File: src/rtl/alu_pkg.sv
// Shared ALU definitions: operation encoding and the writeback sequencer states.
// Imported by both the ALU core and the writeback stage.
package alu_pkg;

  localparam int OP_W = 3;

  typedef enum logic [OP_W-1:0] {
    OP_ADD = 3'd0,
    OP_AND = 3'd1,
    OP_SUB = 3'd2,
    OP_OR  = 3'd3,
    OP_XOR = 3'd4,
    OP_MUL = 3'd5,
    OP_DIV = 3'd6,
    OP_SLT = 3'd7
  } alu_op_t;

  typedef enum logic [1:0] {
    IDLE  = 2'd0,
    WR_LO = 2'd1,
    WR_HI = 2'd2
  } wb_state_t;

  // Multiply is the only operation whose result spans both halves.
  function automatic logic is_wide_op(input alu_op_t op);
    return (op == OP_MUL);
  endfunction

endpackage

File: src/rtl/alu_writeback.sv
// ALU writeback stage: captures a 2N-bit result and sequences one or two
// N-bit register-file writes, with registered zero/high-half status flags.
module alu_writeback
  import alu_pkg::*;
#(
  parameter int N          = 4,
  parameter int REG_ADDR_W = 3
) (
  input  logic                  clk,
  input  logic                  reset,
  input  logic                  in_valid,
  output logic                  in_ready,
  input  logic [2*N-1:0]        alu_result,
  input  logic [2:0]            operation,
  input  logic [REG_ADDR_W-1:0] dest_addr,
  input  logic                  rf_ready,
  output logic                  rf_we,
  output logic [REG_ADDR_W-1:0] rf_waddr,
  output logic [N-1:0]          rf_wdata,
  output logic                  flag_zero,
  output logic                  flag_hi,
  output logic                  done
);

  wb_state_t             state_q, state_d;
  logic [2*N-1:0]        result_q, result_d;
  alu_op_t               op_q, op_d;
  logic [REG_ADDR_W-1:0] dest_q, dest_d;
  logic                  flag_zero_q, flag_zero_d;
  logic                  flag_hi_q, flag_hi_d;

  logic                  capture;
  logic [REG_ADDR_W-1:0] dest_inc;

  assign capture  = in_valid && (state_q == IDLE);
  assign dest_inc = dest_q + {{(REG_ADDR_W-1){1'b0}}, 1'b1};

  always_comb begin
    state_d     = state_q;
    result_d    = result_q;
    op_d        = op_q;
    dest_d      = dest_q;
    flag_zero_d = flag_zero_q;
    flag_hi_d   = flag_hi_q;

    unique case (state_q)
      IDLE: begin
        if (capture) begin
          result_d  = alu_result;
          op_d      = alu_op_t'(operation);
          dest_d    = dest_addr;
          flag_hi_d = |alu_result[2*N-1:N];
          // Only a multiply result is meaningful across both halves.
          if (is_wide_op(alu_op_t'(operation))) begin
            flag_zero_d = (alu_result == '0);
          end else begin
            flag_zero_d = (alu_result[N-1:0] == '0);
          end
          state_d = WR_LO;
        end
      end
      WR_LO: begin
        if (rf_ready) begin
          state_d = is_wide_op(op_q) ? WR_HI : IDLE;
        end
      end
      WR_HI: begin
        if (rf_ready) begin
          state_d = IDLE;
        end
      end
      default: state_d = IDLE;
    endcase
  end

  always_comb begin
    in_ready = 1'b0;
    rf_we    = 1'b0;
    rf_waddr = '0;
    rf_wdata = '0;
    done     = 1'b0;

    unique case (state_q)
      IDLE: begin
        in_ready = 1'b1;
      end
      WR_LO: begin
        rf_we    = 1'b1;
        rf_waddr = dest_q;
        rf_wdata = result_q[N-1:0];
        done     = rf_ready && !is_wide_op(op_q);
      end
      WR_HI: begin
        rf_we    = 1'b1;
        rf_waddr = dest_inc;
        rf_wdata = result_q[2*N-1:N];
        done     = rf_ready;
      end
      default: ;
    endcase
  end

  assign flag_zero = flag_zero_q;
  assign flag_hi   = flag_hi_q;

  always_ff @(posedge clk or posedge reset) begin
    if (reset) begin
      state_q     <= IDLE;
      result_q    <= '0;
      op_q        <= OP_ADD;
      dest_q      <= '0;
      flag_zero_q <= 1'b0;
      flag_hi_q   <= 1'b0;
    end else begin
      state_q     <= state_d;
      result_q    <= result_d;
      op_q        <= op_d;
      dest_q      <= dest_d;
      flag_zero_q <= flag_zero_d;
      flag_hi_q   <= flag_hi_d;
    end
  end

endmodule

File: config.mk
export PLATFORM = sky130hd
export DESIGN_NAME = alu_writeback
export DESIGN_NICKNAME = d
export VERILOG_FILES = /design/src/rtl/alu_pkg.sv /design/src/rtl/alu_writeback.sv
export SDC_FILE = /design/constraint.sdc
export NUM_CORES = 1
export LEC_CHECK = 0
export CAP_MARGIN = 20
export CORE_AREA = 2 2 54 56
export DETAILED_ROUTE_END_ITERATION = 16
export DIE_AREA = 0 0 56 58
export SYNTH_ARGS = -nofsm -noshare
export SYNTH_HDL_FRONTEND = slang
export SYNTH_SLANG_ARGS = --single-unit
export TNS_END_PERCENT = 30
File: constraint.sdc
create_clock -name clk -period 1.9 [get_ports clk]
set_input_delay 0.19 -clock clk [delete_from_list [all_inputs] [get_ports clk]]
set_output_delay 0.19 -clock clk [all_outputs]
set_load 0.03 [all_outputs]
# Word level (Yosys, flattened, before mapping)
# Index checks and enable logic that the tools add are counted.
[word_totals]
regBits = 18
wordCells = 35
[op_classes]
n_addsub = 1
eq_ne = 7
mux = 11
reduce_logical = 10
[op_table]
columns = ["op", "count"]
rows = [
  ["logical NOT 8 bit", 1],
  ["2-to-1 mux 2 bit", 4],
  ["case mux 4 bit (2 select lines)", 1],
  ["== test 3 bit (second input constant)", 2],
  ["inequality test 2 bit (second input constant)", 3],
  ["case mux 2 bit (3 select lines)", 1],
  ["case mux 3 bit (2 select lines)", 1],
  ["logical NOT 4 bit", 1],
  ["OR reduction 4 bit", 1],
  ["adder 3 x 1 -> 3 bit (second input constant)", 1],
  ["2-to-1 mux 1 bit", 3],
  ["AND reduction 3 bit", 1],
  ["== test 2 x 1 -> 1 bit (second input constant)", 1],
  ["== test 2 bit (second input constant)", 1],
  ["logical AND 1 bit", 2],
  ["logical NOT 2 bit", 1],
  ["case mux 1 bit (2 select lines)", 1],
  ["AND reduction 2 bit", 1],
  ["OR reduction 2 bit", 1],
  ["logical NOT 1 bit", 1],
]

# Logic depth before layout (Yosys ltp)
# Gate-level depths: netlist of run 1.
[depth]
word_depth = 4
ltp_mapped = 6

# Worst setup path after synthesis of run 1
# No wires, ideal clock.
[synth_path]
path_kind = "register -> output"
startpoint = "reg state_q[0]"
endpoint = "out rf_waddr[1]"
arrival_time_ns = 1.441
t_required_ns = 1.710
slack_ns = 0.269
stages_incl_launch_ff = 4
n_path_buf = 0
path_cell_list = "dfrtp_1 inv_1 ha_1 nor2b_1"
[synth_between]
elab_chain_len = 2
elab_cells_between_ends = 3
[synth_rtl]
columns = ["element", "line", "rtl"]
rows = [
  ["from (decl)", "alu_writeback.sv:25", "wb_state_t state_q, state_d;"],
  ["from (signal assigned)", "alu_writeback.sv:115", "state_q <= state_d;"],
  ["== test 2 bit / == test 2 x 1 -> 1 bit (equally long branches)", "alu_writeback.sv:83", "unique case (state_q)"],
  ["case mux 3 bit (2 select lines) *", "alu_writeback.sv:83", ""],
  ["to (decl)", "alu_writeback.sv:18", "output logic [REG_ADDR_W-1:0] rf_waddr,"],
]
# Every way passes the cells marked *; elsewhere a longest branch is shown, timed or not.

# Final worst setup path of run 1
[layout_path]
startpoint = "reg state_q[1]"
endpoint = "out rf_wdata[0]"
[layout_between]
elab_chain_len = 2
elab_cells_between_ends = 3
[layout_rtl]
columns = ["element", "line", "rtl"]
rows = [
  ["== test 2 bit / == test 2 x 1 -> 1 bit (equally long branches)", "alu_writeback.sv:83", ""],
  ["case mux 4 bit (2 select lines) *", "alu_writeback.sv:83", ""],
  ["to (decl)", "alu_writeback.sv:19", "output logic [N-1:0] rf_wdata,"],
]
# Marks and branches as above.

==> results.md, run 1 <==
Outcome:
- The flow ran to the end, and the final reports show no timing, DRC or antenna violations.

STA:
- The post-route minimum period is 1.75 ns.
- The final-layout worst hold slack is 0.213 ns.
- The highest clock frequency the design can meet is 0.571 GHz.
- The final count of pins violating max slew is 0.
- The final hold violation count came to 0.
- In the finished design, the share of the clock period the worst path needs comes to 92.2%.
- On the final layout, the worst clock skew is 0.00381 ns.
- The worst pin sits at a relative slew slack of 66.2%.
- In the final timing run, aggregate negative setup slack is 0 ns.
- At the pin with the least slew margin, the transition time is 0.502 ns.
- Setup repair after global routing left no endpoint under its margin.
- Setup violations remaining at the end of the flow were counted as 0.

Layout:
- The number of antenna diodes in the final layout is 0.
- The growth of design area from synthesis to finish is 37.0%.
- Counting the fill cells in the layout gives 256.
- For this run, the post-layout net count is 134.
- The post-route netlist has 33.0% of its cells at a drive strength greater than 1.
- The top cell types in the final layout, fill and taps aside, are 19 x sky130_fd_sc_hd__clkdlybuf4s50_1, 18 x sky130_fd_sc_hd__dfrtp_1, 12 x sky130_fd_sc_hd__buf_4, 9 x sky130_fd_sc_hd__mux2_2, 7 x sky130_fd_sc_hd__mux2_4.
- The commonest non-fill, non-tap cell in the layout is sky130_fd_sc_hd__clkdlybuf4s50_1.

Clock network:
- The clock root buffer is sky130_fd_sc_hd__clkbuf_4.
- The clock drives 18 sinks.
- Clock-pin slew was measured on the worst setup and hold paths at 0.10 ns.
- Clock tree synthesis inserted a total of 3 buffers.
- The number of levels the H-tree was split into is 1.
- For the worst-skew pair, the clock arrives at the later sink with an insertion delay of 0.28 ns.
- The hold buffer count at cts is 0.
- Counting along the longest clock path gives a buffer depth of 2.
- The clock tree from TritonCTS is yes.

Power and ir drop:
- The standby leakage power is 0.594 nW.
- The worst vdd rail ir drop is 0.947 mV.
- The power density normalized to cell area is 1720 nW/µm².

Synth:
- The mean cell area of the mapped netlist is 12.7 µm².
- The synthesized design devotes to its leading area cell type 46.8% of total area.
- The number of nets in the synthesized netlist is 99.
- After synthesis, the cell types taking the most area are sky130_fd_sc_hd__dfrtp_1 47%, sky130_fd_sc_hd__mux2_4 11%, sky130_fd_sc_hd__mux2_2 11%, sky130_fd_sc_hd__ha_1 6.5%, sky130_fd_sc_hd__a22oi_1 4.7%.
- The post-synthesis cell type with the largest combined area is sky130_fd_sc_hd__dfrtp_1.
- The cell count after synthesis came out at 76.
- The register bit total from synthesis is 18.
- After synthesis, flip-flops and latches occupy 46.8% of the total area.
- The cell area that synthesis handed to floorplanning was 963 µm².
- The distinct cell type count after synthesis is 22.
- The warning count from the yosys run is 0.

Setup path:
- Of all nets on the critical path, the largest fanout is 7.
- The critical path launch point type is a register.
- The cell repeated most along the worst path is sky130_fd_sc_hd__buf_4.
- The category of the worst setup path capture point is an output port.
- The endpoint of the worst-slack reg-to-reg timing path is state_q[0].
- The kind of critical path is register to output port.
- The slack of the worst reg-to-reg path is 0.37 ns.
- The required time of the critical path is 1.71 ns.
- The number of cells traversed by the worst register-to-register path is 5.
- The critical path's slowest cell is sky130_fd_sc_hd__dfrtp_1.
- The worst register-to-register path begins at state_q[1].
- Data arrives at the worst endpoint at 1.56 ns.
- The longest individual stage delay on the worst path is 0.39 ns.
- The signal on the critical path passes through inv_1 > ha_1 > buf_4 > nor2b_1 > buf_4.

Detailed routing:
- In the final routed layout, each cell accounts on average for 13.1 µm.
- The violation count after the first detailed-route iteration is 9.
- After detailed routing, the number of vias per cell comes to 4.84.
- The final wirelength is 1.84 mm.
- In this run the remaining antenna-violating nets after routing total 0.
- For this run, the detailed router's first-pass iteration total came to 3.
- For this run, design rule violations remaining after detail routing come to 0.
- The detailed-route via count is 677.

Global route:
- The first global-routing pass estimated 3.13 mm of wire.
- The initial antenna violation count is 0.
- Global routing finished with a remaining overflow of 0.
- The number of global-route vias before repair was 700.
- Global routing consumed, over all layers together, 12.2% of the routing resources.
- Entering global routing, the biggest net connects 19 pins.

Floorplan:
- The effective utilization at floorplan is 36.2%.
- The floorplan step set the die width to 56 µm.
- The area enclosed by the die boundary is 3250 µm².
- The boundary pin count is 30.
- The floorplan step defined a core boundary enclosing 2660 µm².
- The die height is 58 µm.
- The floorplan has 19 rows.

Place:
- The routability congestion estimate is 0.675.
- The detailed placement HPWL is 1.38 mm.
- The number of port buffers is 29.

Min path:
- In this run the worst hold path is classified as input port to async pin.

Run:
- Across the run, the number of max-cap violations was 0.
==> synth_stat cells <==
master,n
sky130_fd_sc_hd__a21oi_1,1
sky130_fd_sc_hd__a22oi_1,6
sky130_fd_sc_hd__buf_2,1
sky130_fd_sc_hd__buf_6,2
sky130_fd_sc_hd__dfrtp_1,18
sky130_fd_sc_hd__ha_1,5
sky130_fd_sc_hd__inv_1,4
sky130_fd_sc_hd__mux2_2,9
sky130_fd_sc_hd__mux2_4,7
sky130_fd_sc_hd__mux2i_1,1
sky130_fd_sc_hd__nand2_1,4
sky130_fd_sc_hd__nand2_4,1
sky130_fd_sc_hd__nand3b_1,1
sky130_fd_sc_hd__nand4b_1,1
sky130_fd_sc_hd__nor2_1,1
sky130_fd_sc_hd__nor2_2,1
sky130_fd_sc_hd__nor2b_1,6
sky130_fd_sc_hd__nor4_1,2
sky130_fd_sc_hd__o21ai_0,2
sky130_fd_sc_hd__o22ai_2,1
sky130_fd_sc_hd__o31ai_1,1
sky130_fd_sc_hd__xor2_1,1
==> worst max-delay path: cells and delay by family (launching register included) <==
kind	cells	cell delay [ns]
buf+inv	3	0.48
flops	1	0.39
fa+ha+maj	1	0.27
simple gates	1	0.14
==> power breakdown <==
group	switching, mW	internal (mW)
Combinational	0.709	0.693
Sequential	0.113	0.571
Clock	0.106	0.0734
==> per-layer routing <==
layer	vias up	share of wire, %	GRT usage (%)
met1	321	46	15.8
met4	0	0.87	5.10
li1	337	-	-
met3	2	5.3	2.46
met2	17	48	20.0
met5	-	0	0
==> per-stage QoR <==
step	area [µm²]	power [mW]	worst slack, ns	cells	utilization (%)
floorplan	963	1.66	0.269	76	-
global placement	1260	2.03	0.322	135	47.3
detailed placement	1260	2.05	0.277	135	47.3
CTS	1280	2.21	0.0161	138	48.1
global route	1320	2.44	0.0362	140	49.6
finish	1320	2.26	0.147	140	49.6
==> area by class of cell <==
type                    count  area (µm²)  area share [%]
flip-flops and latches     18         450            34.1
inverters                   4        15.0            1.14
multi-input cells          51         495            37.5
well taps                  31        38.8            2.94
clock buffers               3        22.5            1.71
repair buffers             33         298            22.6
==> cell families after synthesis <==
group / share of synthesized area (%)
compound gates: 8.31
simple gates: 10.6
fa+ha+maj: 6.49
buf+inv: 4.41
mux: 22.5
flops: 46.8
xor+xnor: 0.909
==> worst max-delay path by stage <==
stage / to / depth (start not counted) / from / slack, ns
after floorplan: rf_waddr[1] / 3 / state_q[0] / 0.27
after global placement: in_ready / 3 / state_q[0] / 0.32
after detailed placement: in_ready / 3 / state_q[0] / 0.28
after CTS: rf_wdata[0] / 5 / state_q[0] / 0.02
after global routing: done / 6 / state_q[0] / 0.04
final: rf_wdata[0] / 5 / state_q[1] / 0.15
==> what timing repair did <==
action,4_1_cts,5_1_grt
buffers inserted,0,2
endpoints found under the setup margin,2,8
resized for setup,2,4
==> registers in the layout, summed over array words and instances, names as in the netlist <==
name	flops
dest_q	3
flag_hi	1
flag_zero	1
op_q	3
result_q	8
state_q	2
Note: power is estimated with default switching activity, not from simulation.
==> inputs of run 2 (changes only) <==
==> constraint.sdc (replaced) <==
create_clock -name clk -period 2.2 [get_ports clk]
set_input_delay 0.22 -clock clk [delete_from_list [all_inputs] [get_ports clk]]
set_output_delay 0.22 -clock clk [all_outputs]
set_load 0.03 [all_outputs]
==> results.md, run 2 (same netlist as run 1, synthesis figures left out) <==
Global route:
- The met1 capacity usage during global routing was 15.1% (was 15.8%).
- The most congested layer reported by global routing is met2 (unchanged).
- The global-route wire length before repair is 3.11 mm (was 3.13 mm).
- The number of global-route vias before repair is 717 (was 700).
- The total grt overflow was 0 (unchanged).
- The aggregate global-route resource usage is 12.4% (was 12.2%).
- The initial antenna violation count is 0 (unchanged).
- The met3 layer usage reported by global route is 2.46% (unchanged).
- The met2 track utilization from global routing is 21.5% (was 20.0%).
- The maximum number of pins on one net before global-route repair came to 19 (unchanged).

Floorplan:
- The area enclosed by the die boundary is 3250 µm² (unchanged).
- The number of rows in the core area is 19 (unchanged).
- The floorplan core area is 2660 µm² (unchanged).
- The die height is 58 µm (unchanged).
- The effective utilization at floorplan is 36.2% (unchanged).
- The boundary pin count came to 30 (unchanged).
- The die width is 56 µm (unchanged).

Detailed routing:
- The final wirelength is 1.87 mm (was 1.84 mm).
- The post-detailed-route wirelength per cell is 13.6 µm (was 13.1 µm).
- The total DRC errors in the routed layout is 0 (unchanged).
- The count of antenna-violating nets left after detailed routing was 0 (unchanged).
- The via density per instance is 5.09 (was 4.84).
- The first-pass detailed-route iteration total came to 4 (was 3).
- The violation count after the first detailed-route iteration is 12 (was 9).
- The detailed-route via count was 698 (was 677).

Outcome:
- Status: finished, final reports clean (unchanged).

Clock network:
- The latest clock arrival within the worst-skew pair came to 0.29 ns (was 0.28 ns).
- The number of levels the H-tree was split into is 1 (unchanged).
- The TritonCTS buffer count is 3 (unchanged).
- The post-cts resize count is 10 (was 2).
- The hold buffer count at cts is 0 (unchanged).
- The deepest clock path buffer count is 2 (unchanged).
- The clock tree from TritonCTS is yes (unchanged).
- The clock-pin transition on the worst setup and hold timing paths came to 0.10 ns (about the same).
- The number of buffers added for setup after CTS is 0 (unchanged).
- The number of sinks handled by clock tree synthesis is 18 (unchanged).
- The clock root buffer is sky130_fd_sc_hd__clkbuf_4 (unchanged).

Place:
- The detailed placement HPWL was 1.45 mm (was 1.38 mm).
- The cell count after placement is 133 (was 135).
- The number of port buffers is 29 (unchanged).
- The routability congestion estimate was 0.686 (was 0.675).

Layout:
- The final cell count without fillers was 137 (was 140).
- Most frequent cells in the layout: 21 x sky130_fd_sc_hd__clkdlybuf4s50_1, 18 x sky130_fd_sc_hd__dfrtp_1, 9 x sky130_fd_sc_hd__mux2_2, 8 x sky130_fd_sc_hd__dlygate4sd2_1, 7 x sky130_fd_sc_hd__mux2_4 (was 19 x sky130_fd_sc_hd__clkdlybuf4s50_1, 18 x sky130_fd_sc_hd__dfrtp_1, 12 x sky130_fd_sc_hd__buf_4, 9 x sky130_fd_sc_hd__mux2_2, 7 x sky130_fd_sc_hd__mux2_4).
- The final antenna diode count was 0 (unchanged).
- The number of filler cells placed in the layout is 252 (was 256).
- The register area is 450 µm² (unchanged).
- The footprint of the multi-input gates is 475 µm² (was 495 µm²).
- The number of flip-flops under the largest register name came to 8 (unchanged).
- The final net count was 130 (was 134).
- The commonest non-fill, non-tap cell in the layout is sky130_fd_sc_hd__clkdlybuf4s50_1 (unchanged).
- The growth of design area from synthesis to finish was 34.5% (was 37.0%).
- The register bank with the most flops is result_q (unchanged).
- Top Registers: result_q x8, dest_q x3, op_q x3 (unchanged).
- The share of final-layout standard cells stronger than drive strength 1 came to 23.6% (was 33.0%).

Setup path:
- The longest individual stage delay on the worst path is 0.71 ns (was 0.39 ns).
- The kind of critical path is register to output port (unchanged).
- The data arrival time at the worst-slack endpoint was 1.88 ns (was 1.56 ns).
- Sequence of cells on the critical path: inv_1 > ha_1 > clkdlybuf4s50_1 (was inv_1 > ha_1 > buf_4 > nor2b_1 > buf_4).
- The cell type group with the largest total delay on the critical path is buffers and inverters (unchanged).
- The maximum fanout along the worst path is 8 (was 7).
- The critical path's slowest cell is sky130_fd_sc_hd__clkdlybuf4s50_1 (was sky130_fd_sc_hd__dfrtp_1).
- The count of buffer and inverter cells on the critical path is 2 (was 3).
- The category of the worst setup path capture point is an output port (unchanged).
- The slack of the worst reg-to-reg path is 0.69 ns (was 0.37 ns).
- The required time of the critical path is 1.98 ns (was 1.71 ns).
- The critical path launch point type is a register (unchanged).

STA:
- The summed negative setup slack over all endpoints is 0 ns (unchanged).
- The final hold violation count is 0 (unchanged).
- The total of endpoints with negative setup slack in the final report is 0 (unchanged).
- The actual slew at the worst max-slew pin is 0.653 ns (was 0.502 ns).
- The relative slew slack was 56.4% (was 66.2%).
- The clock skew is 0.00393 ns (was 0.00381 ns).
- The final count of pins violating max slew is 0 (unchanged).
- Unrepaired setup endpoints after global routing: no (unchanged).
- Of the available clock period, the critical path in the final layout requires 95.4%.
- The highest clock frequency the design can meet is 0.476 GHz.
- The smallest clock period supported by the final layout is computed as 2.10 ns.

Power and ir drop:
- The power density normalized to cell area is 1490 nW/µm² (was 1720 nW/µm²).
- The worst vdd rail ir drop is 0.824 mV (was 0.947 mV).
- The standby leakage power is 0.593 nW (was 0.594 nW).

Min path:
- The type of the tightest min-delay check is input port to async pin (unchanged).

Run:
- The number of max-cap violations is 0 (unchanged).
## run 2: final timing paths
kind,cells after the start,start,endpoint
max in group asynchronous,2,reset,state_q[1]
setup reg to reg,5,state_q[1],state_q[0]
hold reg to reg,2,flag_hi,flag_hi
setup / recovery,3,state_q[0],rf_we
hold / removal,2,reset,dest_q[1]
min in group clk,2,flag_hi,flag_hi
## run 2: metrics by stage
step | cell area [µm²] | total power, mW | utilization, % | setup slack [ns] | hold slack, ns
after floorplan | 963 | 1.43 | - | 0.539 | 0.159
final | 1300 | 1.93 | 48.7 | 0.101 | 0.309
after global placement | 1260 | 1.76 | 47.5 | 0.161 | 0.471
after global routing | 1300 | 2.05 | 48.7 | 0.00627 | 0.380
after CTS | 1300 | 1.95 | 48.7 | 0.0844 | 0.342
after detailed placement | 1260 | 1.79 | 47.5 | 0.116 | 0.477
## run 2: layer usage
layer	part of all wire [%]	vias to the layer above
met2	51	21
li1	-	329
met1	43	344
met3	4.7	4
met4	1.7	0
met5	0	-
## run 2: layout make-up
cell class,count,area share [%]
clock buffers,4,2.80
inverters,4,1.16
multi-input cells,51,36.7
flip-flops and latches,18,34.7
well taps,31,2.99
repair buffers,29,21.6
## run 2: power by group
group          switching [mW]  internal, mW
logic                   0.581         0.544
registers               0.107         0.493
clock network           0.100         0.101
total                   0.788          1.14
